**src/rtl/ext_pkg.sv**
```systemverilog
// Shared immediate-extension mode encoding, imported by decode and the extender.
package ext_pkg;

   typedef logic [1:0] ext_mode_t;

   localparam ext_mode_t EXT_ZERO   = 2'b00;
   localparam ext_mode_t EXT_SIGN   = 2'b01;
   localparam ext_mode_t EXT_HIGH   = 2'b10;
   localparam ext_mode_t EXT_BRANCH = 2'b11;

endpackage

```
**src/rtl/ext_core.sv**
```systemverilog
// Pure combinational immediate extender: zero, sign, high-placed or branch offset.
module ext_core
   import ext_pkg::*;
#(
   parameter int IN_W     = 16,
   parameter int OUT_W    = 32,
   parameter int BR_SHIFT = 2
) (
   input  logic [IN_W-1:0]  in_data,
   input  logic [1:0]       mode,
   output logic [OUT_W-1:0] ext_data
);

   logic signed [OUT_W-1:0] sext;

   always_comb begin
      sext     = {{(OUT_W-IN_W){in_data[IN_W-1]}}, in_data};
      ext_data = '0;
      case (ext_mode_t'(mode))
         EXT_ZERO:   ext_data = {{(OUT_W-IN_W){1'b0}}, in_data};
         EXT_SIGN:   ext_data = sext;
         EXT_HIGH:   ext_data = {in_data, {(OUT_W-IN_W){1'b0}}};
         // Bits shifted past the MSB simply fall off the fixed-width result.
         EXT_BRANCH: ext_data = sext <<< BR_SHIFT;
         default:    ext_data = '0;
      endcase
   end

endmodule

```
**src/rtl/ext_pipe.sv**
```systemverilog
// Pipelined immediate extender behind a valid/ready handshake with a 2-entry skid buffer.
module ext_pipe
   import ext_pkg::*;
#(
   parameter int IN_W     = 16,
   parameter int OUT_W    = 32,
   parameter int BR_SHIFT = 2,
   parameter int TAG_W    = 5
) (
   input  logic             clk,
   input  logic             rst_n,
   input  logic             in_valid,
   output logic             in_ready,
   input  logic [IN_W-1:0]  in_data,
   input  logic [1:0]       in_mode,
   input  logic [TAG_W-1:0] in_tag,
   output logic             out_valid,
   input  logic             out_ready,
   output logic [OUT_W-1:0] out_data,
   output logic [TAG_W-1:0] out_tag
);

   logic [OUT_W-1:0] ext_data_p0;

   logic             main_valid;
   logic [OUT_W-1:0] main_data;
   logic [TAG_W-1:0] main_tag;
   logic             skid_valid;
   logic [OUT_W-1:0] skid_data;
   logic [TAG_W-1:0] skid_tag;

   logic in_fire;
   logic out_fire;

   ext_core #(
      .IN_W    (IN_W),
      .OUT_W   (OUT_W),
      .BR_SHIFT(BR_SHIFT)
   ) u_core (
      .in_data (in_data),
      .mode    (in_mode),
      .ext_data(ext_data_p0)
   );

   // in_ready depends only on registered state, never on out_ready.
   assign in_ready  = !skid_valid;
   assign in_fire   = in_valid && in_ready;
   assign out_fire  = main_valid && out_ready;
   assign out_valid = main_valid;
   assign out_data  = main_data;
   assign out_tag   = main_tag;

   // Stage boundary: extended operand registered into main/skid entries.
   always_ff @(posedge clk or negedge rst_n) begin
      if (!rst_n) begin
         main_valid <= 1'b0;
         main_data  <= '0;
         main_tag   <= '0;
         skid_valid <= 1'b0;
         skid_data  <= '0;
         skid_tag   <= '0;
      end else if (skid_valid) begin
         if (out_fire) begin
            main_data  <= skid_data;
            main_tag   <= skid_tag;
            skid_valid <= 1'b0;
         end
      end else if (!main_valid || out_fire) begin
         main_valid <= in_fire;
         if (in_fire) begin
            main_data <= ext_data_p0;
            main_tag  <= in_tag;
         end
      end else if (in_fire) begin
         skid_valid <= 1'b1;
         skid_data  <= ext_data_p0;
         skid_tag   <= in_tag;
      end
   end

endmodule

```
**config.mk**
```make
export PLATFORM = sky130hd
export DESIGN_NAME = ext_pipe
export DESIGN_NICKNAME = d
export VERILOG_FILES = /design/src/rtl/ext_pkg.sv /design/src/rtl/ext_core.sv /design/src/rtl/ext_pipe.sv
export SDC_FILE = /design/constraint.sdc
export NUM_CORES = 1
export LEC_CHECK = 0
export CAP_MARGIN = 25
export CORE_MARGIN = 1
export CORE_UTILIZATION = 45
export DETAILED_ROUTE_END_ITERATION = 7
export PLACE_DENSITY = 0.73
export SYNTH_ARGS = -nofsm -noshare
export SYNTH_HDL_FRONTEND = slang
export SYNTH_SLANG_ARGS = --single-unit
```
**constraint.sdc**
```tcl
create_clock -name clk -period 1.6 [get_ports clk]
set_input_delay 0.24 -clock clk [delete_from_list [all_inputs] [get_ports clk]]
set_output_delay 0.24 -clock clk [all_outputs]
set_load 0.02 [all_outputs]
```
==> summary.md, run 1 <==
| Metric | Value |
|---|---|
| Core Region | 7850 um^2 |
| Adder and majority gate portion of the synthesized area | 0% |
| Status | completed |
| Largest net degree at the start of global routing | 44 |
| Clk root buf | clkbuf_8 |
| Syn Inst Count | 390 |
| CP cell instances | clkdlybuf4s50_1 |
| Internal power | 5.77 mW |
| # setup viols final | 0 |
| Crit-path max FO | 2 |
| Maximum clock frequency | 640 MHz |
| Worst Skew | 0.00779 ns |
| Vias | 3252 |
| TritonRoute pass-1 iters | 4 |
| Required @ worst endpoint | 1.36 ns |
| Area share of and/or/nand/nor cells after synthesis | 12.9% |
| DRC violations left | 0 |
| IO buf count | 65 |
| TritonCTS buffer count | 9 |
| Maximum VDD drop | 1.07 mV |
| Logic pwr share | 47.5% |
| Gpl congestion | 0.794 |
| Clock sink count | 76 |
| Fillers | 674 |
| Fin crit period | 1.56 ns |
| Crit-path max cell delay | 0.61 ns |
| Mux share of post-synthesis cell area | 4.74% |
| Hold Crit Class | primary input to async pin |
| Worst slew pin tran | 0.475 ns |
| Area growth from synthesis to layout | 32.7% |
| Site Rows | 32 |
| RSZ-0062 raised after global routing | no |
| Switch share | 38.8% |
| Sw Pwr | 3.65 mW |
| Placed Cells incl. Taps | 557 |
| First-iteration detailed-routing DRC count | 225 |
| H-tree levels | 3 |
| Register Area | 1900 um^2 |
| Synth unique cells | 25 |
| Leading post-synthesis cells by cell area | dfrtp_1 51%, o31ai_1 11%, a211oi_1 5.4%, nand2_1 5.1%, o21ai_0 4.7% |
| Antenna cell count | 0 |
| Overall power | 9.43 mW |
| Area leader, netlist | dfrtp_1 |
| Synth Area in XOR/XNOR | 0% |
| Post-synthesis register bit count | 76 |
| Gr ovfl total | 0 |
| Die X | 92.9 um |
| Share of the synthesized area in the top cell type | 51.1% |
| ANT nets after route | 0 |
| Pwr/cell area | 1910 nW/um^2 |
| Post-DP HPWL | 6400 um |
| Fin cells | 574 |
| Seq/Total Area, Yosys | 51.1% |
| Clock latency reported for the late side of the worst-skew pair | 0.35 ns |
| Vias per inst | 5.67 |
| Family with the most delay on the worst path | buffers and inverters |
| Syn Area/Cell | 9.54 um^2 |
| Largest family of logic cells by synthesized area | compound AO/OA/AOI/OAI gates |
| Syn Std Cell Area | 3720 um^2 |
| Synth warn | 0 |
| Final net count | 494 |
| First-pass GRT wire length | 16000 um |
| Die height | 92.9 um |
| Multi-input logic area | 1670 um^2 |
| Max cap viols | 0 |
| Crit path DAT | 1.32 ns |
| Vias in the first global route | 3285 |
| Post-CTS Setup Inserts | 0 |
| Initial Util | 47.4% |
| Die area | 8640 um^2 |
| Max transition margin | 68.4% |
| Share of cells above drive strength 1 | 16.5% |
| TritonCTS clock tree | yes |
| Antenna violations before repair | 0 |
| Post-synthesis compound-gate area fraction | 26.3% |
| Net Count, Synth | 417 |
| IO Pins | 66 |
| Total GRT Usage | 24.0% |
| WL final | 9660 um |
| Reg power frac | 35.4% |
| Fin. max-slew vios | 0 |
| Final Cycle Share | 97.7% |
| Clk network pwr share | 17.1% |
| Slowest-stage cell, CP | clkdlybuf4s50_1 |
| Final Hold Fails | 0 |
| Drt wl/cell | 16.8 um |
| Buf/Inv on CP | 1 |
| Lkg Pwr | 2.28 nW |
| Clock transition at path regs | 0.08 ns |
| Worst Setup Path Type | register to output port |
| Startpoint types | register |
| Endpoint class of the critical path | output port |
| Max Buffers Root-to-Sink | 2 |
flip-flops by register name (all words and copies together), names as in the netlist:
register    flops
skid_tag        5
out_valid       1
skid_data      32
out_data       32
out_tag         5
skid_valid      1
routing by layer:
layer,vias up,part of all wire [%],track usage [%]
met4,0,1.5,9.36
met5,-,0,0
met2,108,49,40.0
met3,13,6.5,5.50
li1,1562,-,-
met1,1569,42,30.4
repair_timing:
item                                    in CTS  in global routing
endpoints found under the hold margin       33                  0
hold buffers                                 1                  0
endpoints found under the setup margin       6                 23
resized for setup                            6                 17
cells by family after synthesis:
kind of cell	Yosys count
compound gates	151
flops	76
buf+inv	40
simple gates	108
mux	15
worst paths after layout:
| path | from | to | slack [ns] | cells after the start |
|---|---|---|---|---|
| max | out_data[15]$_DFFE_PN0P_ | out_data[15] | 0.04 | 1 |
| min | rst_n | out_data[18]$_DFFE_PN0P_ | 0.39 | 2 |
| max reg2reg | skid_valid$_DFF_PN0_ | out_data[0]$_DFFE_PN0P_ | 0.05 | 4 |
| min reg2reg | skid_tag[4]$_DFFE_PN0P_ | skid_tag[4]$_DFFE_PN0P_ | 0.48 | 2 |
| max in group asynchronous | rst_n | skid_data[10]$_DFFE_PN0P_ | 0.65 | 3 |
| min in group clk | in_tag[1] | skid_tag[1]$_DFFE_PN0P_ | 0.44 | 3 |
synth_stat cells:
cell type   n
o31ai_1    56
a21oi_1    29
a22o_1      1
buf_1       2
buf_4       1
a211oi_1   27
nor2_1     31
mux2_2     13
and2_1      2
mux2_4      2
buf_2       1
nand2b_1    3
inv_1       1
nand2_1    51
nor2b_1    17
a221oi_1    2
nand4bb_1   1
and3_1      1
o31a_1      1
buf_6       4
dfrtp_1    76
nor4bb_1    1
o21ai_0    35
or3_1       1
clkbuf_1   31
power groups by stage:
stage | Clock, mW | Sequential (mW) | Combinational, mW
after floorplan | 0 | 3.83 | 2.29
after global placement | 0 | 3.35 | 4.37
after detailed placement | 0 | 3.38 | 4.49
after CTS | 1.64 | 3.35 | 4.47
after global routing | 1.73 | 3.45 | 4.88
final | 1.62 | 3.34 | 4.47
through the flow:
stage	setup slack [ns]	hold WS [ns]	TNS, ns	cell area [um^2]	utilization (%)
2_1_floorplan	-0.0650	-0.0556	-0.130	3730	-
3_5_place_dp	-0.275	0.242	-11.31	4670	59.5
5_1_grt	0.00387	0.422	0	4940	62.9
3_3_place_gp	-0.255	0.234	-10.21	4670	59.5
4_1_cts	0.00366	0.402	0	4890	62.3
6_report	0.0370	0.392	0	4940	62.9
cell type report:
type,count,area share (%)
clock buffer,12,2.94
clock inverter,4,1.47
inverter,1,0.0760
multi-input combinational,274,33.8
sequential,76,38.5
tap,102,2.58
timing repair buffer,105,20.6
cells in the final DEF (no fill, tap or decap), types with 10 or more instances in the layout:
cell type        netlist  final
a211oi_1              27     27
a21oi_1               29     29
buf_4                  1     36
clkbuf_8               0     10
clkdlybuf4s50_1        0     46
dfrtp_1               76     75
dlymetal6s2s_1         0     12
mux2_2                13     13
nand2_1               51     51
nor2_1                31     30
nor2b_1               17     14
o21ai_0               35     35
o31ai_1               56     54
(Power assumes the default switching activity.)
==> inputs of run 2 (changes only) <==
--- a/config.mk
+++ b/config.mk
@@ -7,3 +7,3 @@
 export LEC_CHECK = 0
-export CAP_MARGIN = 25
+export CAP_MARGIN = 20
 export CORE_MARGIN = 1
==> constraint.sdc (replaced) <==
create_clock -name clk -period 1.6 [get_ports clk]
set_input_delay 0.48 -clock clk [delete_from_list [all_inputs] [get_ports clk]]
set_output_delay 0.48 -clock clk [all_outputs]
set_load 0.02 [all_outputs]
==> run 2 against run 1 <==
Against the previous run:
- largest cell class unchanged
- die area is the same
- register-to-register slack worse by 0.02 ns
- critical path type unchanged
- core utilization rose by 1.0 points
- first-iteration DRC count is 16% higher
- power decreased by 1.9%
==> summary.md, run 2 (synthesis gave the netlist of run 1 again) <==
| Metric | Value |
|---|---|
| Most frequent cells in the layout | 74 x dfrtp_1, 51 x o31ai_1, 51 x nand2_1, 51 x buf_4, 39 x dlygate4sd2_1 |
| Post-DP HPWL | 6660 um (+4.1%) |
| H-tree levels | 3 (unchanged) |
| Clock sink count | 76 (unchanged) |
| Vias in the first global route | 3362 (+2.3%) |
| Gr ovfl total | 0 (unchanged) |
| WL final | 9810 um (+1.5%) |
| IO Pins | 66 (unchanged) |
| Vias per inst | 5.73 (+1.2%) |
| TritonCTS buffer count | 9 (unchanged) |
| TritonCTS clock tree | yes |
| Initial Util | 47.4% (unchanged) |
| Worst Skew | 0.0123 ns (+0.00451 ns) |
| Worst Setup Path Type | register to output port |
| Endpoint class of the critical path | output port |
| Startpoint types | register |
| Family with the most delay on the worst path | flip-flops |
| First-pass GRT wire length | 16500 um (+2.8%) |
| Antenna cell count | 0 (unchanged) |
| First-iteration detailed-routing DRC count | 260 (+16%) |
| Grt peak-use layer | met2 |
| Largest net degree at the start of global routing | 31 (-30%) |
| Hold Crit Class | primary input to async pin |
| Vias | 3387 (+4.2%) |
| Fin crit period | 1.57 ns (+0.00637 ns) |
| Placed Cells incl. Taps | 572 (+2.7%) |
| Buf/Inv on CP | 1 (unchanged) |
| Required @ worst endpoint | 1.12 ns (-0.24 ns) |
| Slowest-stage cell, CP | dfrtp_1 |
| Crit-path max FO | 2 (unchanged) |
| Die X | 92.9 um (unchanged) |
| Drt wl/cell | 16.6 um (-1.4%) |
| DRC violations left | 0 (unchanged) |
| TritonRoute pass-1 iters | 4 (unchanged) |
| Share of cells above drive strength 1 | 21.1% (+4.5 points) |
| Maximum VDD drop | 1.28 mV (+20%) |
| Final Hold Fails | 0 (unchanged) |
| Lkg Pwr | 2.30 nW (+1.0%) |
| Max Buffers Root-to-Sink | 2 (unchanged) |
| Antenna violations before repair | 0 (unchanged) |
| Grt met2 use | 42.6% (+2.6 points) |
| CP cell instances | dlygate4sd2_1 |
| Gpl congestion | 0.799 (+0.66%) |
| Hold_buf cts | 0 (-1) |
| Commonest non-fill, non-tap cell in the layout | dfrtp_1 |
| Final Cycle Share | 98.1% (+0.40 points) |
| Crit-path max cell delay | 0.42 ns (-0.19 ns) |
| Die height | 92.9 um (unchanged) |
| Core Region | 7850 um^2 (unchanged) |
| Max cap viols | 0 (unchanged) |
| Clock transition at path regs | 0.09 ns (about the same) |
| ANT nets after route | 0 (unchanged) |
| Worst slew pin tran | 0.456 ns (-0.0182 ns) |
| Final net count | 511 (+3.4%) |
| Fin. max-slew vios | 0 (unchanged) |
| Crit path DAT | 1.09 ns (-0.23 ns) |
| IO buf count | 65 (unchanged) |
| Clock latency reported for the late side of the worst-skew pair | 0.34 ns (about the same) |
| Total GRT Usage | 24.7% (+0.66 points) |
| Met3 GRT Util | 4.52% (-0.99 points) |
| Area growth from synthesis to layout | 34.8% |
| RSZ-0062 raised after global routing | yes |
| Fin worst setup slack | 0.0307 ns (-0.00637 ns) |
| WHS | 0.0836 ns (-0.308 ns) |
| Met1 Track Usage GR | 30.7% (+0.35 points) |
| Site Rows | 32 (unchanged) |
| Maximum clock frequency | 637 MHz (-0.41%) |
| Die area | 8640 um^2 (unchanged) |
| Fin cells | 591 (+3.0%) |
| Status | completed |
| Max transition margin | 69.6% (+1.2 points) |
| Place WS | -0.539 ns (-0.264 ns) |
| Pwr/cell area | 1840 nW/um^2 (-3.4%) |
| # setup viols final | 0 (unchanged) |
| Clk root buf | clkbuf_8 |
| Overall power | 9.25 mW (-1.9%) |
[run 2: cell types whose count changed in the layout (fill, tap and decap cells not counted), moves of 2 or more]
| cell | previous run | this run |
|---|---|---|
| o31ai_1 | 54 | 51 |
| dlygate4sd2_1 | 5 | 39 |
| dlymetal6s2s_1 | 12 | 0 |
| buf_6 | 1 | 3 |
| clkdlybuf4s50_1 | 46 | 21 |
| o31ai_2 | 2 | 5 |
| buf_4 | 36 | 51 |
| clkdlybuf4s15_1 | 1 | 3 |
| clkbuf_1 | 2 | 0 |
[run 2: worst paths after layout]
kind	startpoint	end	slack, ns	cells past startpoint
setup / recovery	out_data[13]$_DFFE_PN0P_	out_data[13]	0.03	1
hold / removal	rst_n	skid_data[4]$_DFFE_PN0P_	0.08	1
setup reg to reg	skid_valid$_DFF_PN0_	out_data[1]$_DFFE_PN0P_	0.03	4
hold reg to reg	skid_tag[2]$_DFFE_PN0P_	skid_tag[2]$_DFFE_PN0P_	0.47	2
max in group asynchronous	rst_n	out_data[24]$_DFFE_PN0P_	1.05	2
min in group clk	skid_tag[2]$_DFFE_PN0P_	skid_tag[2]$_DFFE_PN0P_	0.47	2
[run 2: power breakdown]
part	switching [mW]	internal [mW]
logic	2.52	1.89
clock network	0.732	0.760
registers	0.508	2.85
total	3.76	5.50
[run 2: routing by layer]
metal  vias up  wire [um]
li1       1600          -
met1      1688       4160
met2        90       5110
met3         9        414
met4         0        123
met5         -          0
[run 2: area by class of cell]
| type | count | area, um^2 |
|---|---|---|
| fill | 673 | 2830 |
| sequential | 76 | 1900 |
| multi-input combinational | 274 | 1700 |
| timing repair buffer | 122 | 1080 |
| clock buffer | 10 | 138 |
| tap | 102 | 128 |
| clock inverter | 6 | 63.8 |
| inverter | 1 | 3.75 |
[run 2: through the flow]
| step | setup TNS [ns] | utilization [%] | cell area, um^2 |
|---|---|---|---|
| detailed placement | -30.16 | 60.9 | 4780 |
| floorplan | -0.130 | - | 3730 |
| global placement | -28.01 | 60.9 | 4780 |
| finish | 0 | 63.9 | 5020 |
| CTS | 0 | 63.4 | 4980 |
| global route | -0.0185 | 63.9 | 5020 |
[run 2: what timing repair did]
item,CTS,global route
endpoints found under the hold margin,0,0
buffers inserted,2,1
resized for setup,55,8
endpoints found under the setup margin,98,34
==> patch: new RTL, settings of run 2 <==
`IN_W` is set to 16 in 2 places; all go to 12.
--- a/src/rtl/ext_core.sv
+++ b/src/rtl/ext_core.sv
@@ -2,7 +2,7 @@
 module ext_core
    import ext_pkg::*;
 #(
-   parameter int IN_W     = 16,
+   parameter int IN_W     = 12,
    parameter int OUT_W    = 32,
    parameter int BR_SHIFT = 2
 ) (
--- a/src/rtl/ext_pipe.sv
+++ b/src/rtl/ext_pipe.sv
@@ -2,7 +2,7 @@
 module ext_pipe
    import ext_pkg::*;
 #(
-   parameter int IN_W     = 16,
+   parameter int IN_W     = 12,
    parameter int OUT_W    = 32,
    parameter int BR_SHIFT = 2,
    parameter int TAG_W    = 5
Ports: changed (resized in_data); port bits go from 66 to 62. The function was not compared with the original's and may differ.
==> patch against run 2 <==
- sequential cell count fell by 12
- setup slack improved by 14 ps
- power fell by 14%
- final area fell by 18%
- sequential power fell by 16%
- synthesized cell count fell by 19%
- largest cell class unchanged
- wire length fell by 18%
- synthesized area fell by 17%
==> patch: results (changes against run 2) <==
[outcome]
status=complete, no violations  ; unchanged

[critical_path]
crit_path_max_incr_delay_ps=410
crit_slowest_cell=dfrtp_1  ; unchanged
cp_max_fo=3  ; was 2
r2r-start=skid_valid$_DFF_PN0_  ; unchanged
startpoint=out_data[27]$_DFFE_PN0P_  ; was out_data[13]$_DFFE_PN0P_
worst-endpoint-arrival_ps=1080
cp_top_family=flip-flops  ; unchanged

[detailed_routing]
finalWirelength_mm=8.086  ; was 9.806 mm
drtIter0Drc=153  ; was 260
first_pass_iters=8  ; was 4
viasPerCell=5.908  ; was 5.731

[synthesis]
synth_nets=339  ; was 417
synth-adder-area-share_pct=0  ; unchanged
synth_area_leaders=dfrtp_1 52%, o21ai_0 6.8%, a21oi_1 6.0%, nand2_1 5.9%, a32oi_1 3.4%  ; was dfrtp_1 51%, o31ai_1 11%, a211oi_1 5.4%, nand2_1 5.1%, o21ai_0 4.7%
synthFlopType=dfrtp_1  ; unchanged
synthArstFlopShare_pct=100.0  ; unchanged
yosys-top-cells-count=64 x dfrtp_1, 48 x nand2_1, 42 x o21ai_0, 37 x a21oi_1, 13 x buf_2  ; was 76 x dfrtp_1, 56 x o31ai_1, 51 x nand2_1, 35 x o21ai_0
synth_compound_area_share_pct=26.06  ; was 26.29%
synthXorXnorAreaFrac_pct=0  ; unchanged
yosysWarnings=0  ; unchanged
synth-seq-area-share_pct=52.03  ; was 51.11%
synth_mux_area_share_pct=3.049  ; was 4.741%
synthDistinctLibCells=32  ; was 25

[min_path]
hp-class=input pin to asynchronous set/reset pin  ; unchanged

[cells_and_area]
drive_above_1_share_pct=17.18  ; was 21.06%
diodes=0  ; unchanged
nNetsFinal=408  ; was 511

[timing]
drv_slew=0  ; unchanged
slew_headroom_pct=76.87  ; was 69.58%
fin_skew_ps=8.397  ; was 12.30 ps

[clock_tree]
clk_path_buf_depth=2  ; unchanged
cts-htree-levels=3  ; unchanged
clock_latency_ps=330
root_buffer=clkbuf_8  ; unchanged
clkTransAtPathRegs_ps=70  ; was 90 ps
cts_inserted_buffers=9  ; unchanged

[grt]
grt_pass1_vias=2699  ; was 3362
grt_antenna_before_repair=0  ; unchanged
grt_max_degree=65  ; was 31
grt.total_usage_pct=24.35  ; was 24.71%
grt_first_pass_wirelength_mm=13.61  ; was 16.50 mm

[power]
ir_drop_mv=0.9392  ; was 1.278 mV
power.leakage_nw=1.819  ; was 2.302 nW
power_density_nw_per_um2=1923  ; was 1844 nW/µm²

[place]
gp_congestion=0.8170  ; was 0.7990
hpwlAfterDp_mm=5.423  ; was 6.656 mm
io_buffers=61  ; was 65
dpl_worst_slack_ps=-557.8  ; was -538.9 ps

[patch: final cells by class]
class	instances	area, µm²
Clock buffer	14	182.7
Fill cell	555	2328
Clock inverter	2	35.03
Timing Repair Buffer	90	899.6
Sequential cell	64	1603
Tap cell	77	96.34
Multi-Input combinational cell	218	1306
Inverter	2	7.507
[patch: final timing paths]
check | slack, ps | cells past startpoint | endpoint
setup / recovery | 40 | 1 | out_data[27]
hold / removal | 130 | 2 | skid_data[8]$_DFFE_PN0P_
setup reg to reg | 80 | 4 | out_data[1]$_DFFE_PN0P_
hold reg to reg | 480 | 2 | skid_tag[0]$_DFFE_PN0P_
max in group asynchronous | 1150 | 2 | out_data[19]$_DFFE_PN0P_
min in group clk | 480 | 2 | skid_tag[0]$_DFFE_PN0P_
[patch: cells by family after synthesis]
kind of cell,count (synthesis)
flip-flops,64
AND/OR/NAND/NOR,78
AO/OA/AOI/OAI,131
buffers and inverters,34
multiplexers,9
[patch: through the flow]
| step | std cells | TNS, ps | area [µm²] |
|---|---|---|---|
| finish | 467 | 0 | 4130 |
| CTS | 466 | 0 | 4111 |
| floorplan | 316 | 0 | 3078 |
| global placement | 449 | -21920 | 3908 |
| detailed placement | 449 | -24020 | 3908 |
| global route | 467 | -10.78 | 4130 |
[patch: metal layers]
layer	vias to the layer above	part of all wire, %	wire length, µm	GRT usage (%)
met5	-	0	0	0
met4	0	0.90	73	8.475
met3	8	7.3	592	4.326
met2	138	48	3868	38.80
met1	1324	44	3551	33.72
li1	1289	-	-	-
[patch: where the power goes]
| part | switching [W] | total [W] | internal [W] |
|---|---|---|---|
| sequential | 0.000475 | 0.00280 | 0.00233 |
| combinational | 0.00205 | 0.00366 | 0.00161 |
| clock | 0.000595 | 0.00148 | 0.000889 |
[patch: timing repair]
action                                  in CTS  in global routing
hold endpoints to repair                     0                  0
hold buffers                                 0                  0
endpoints found under the setup margin      71                 52
pin swaps                                    1                  1
resized for setup                           60                  9
setup buffers                                1                  1
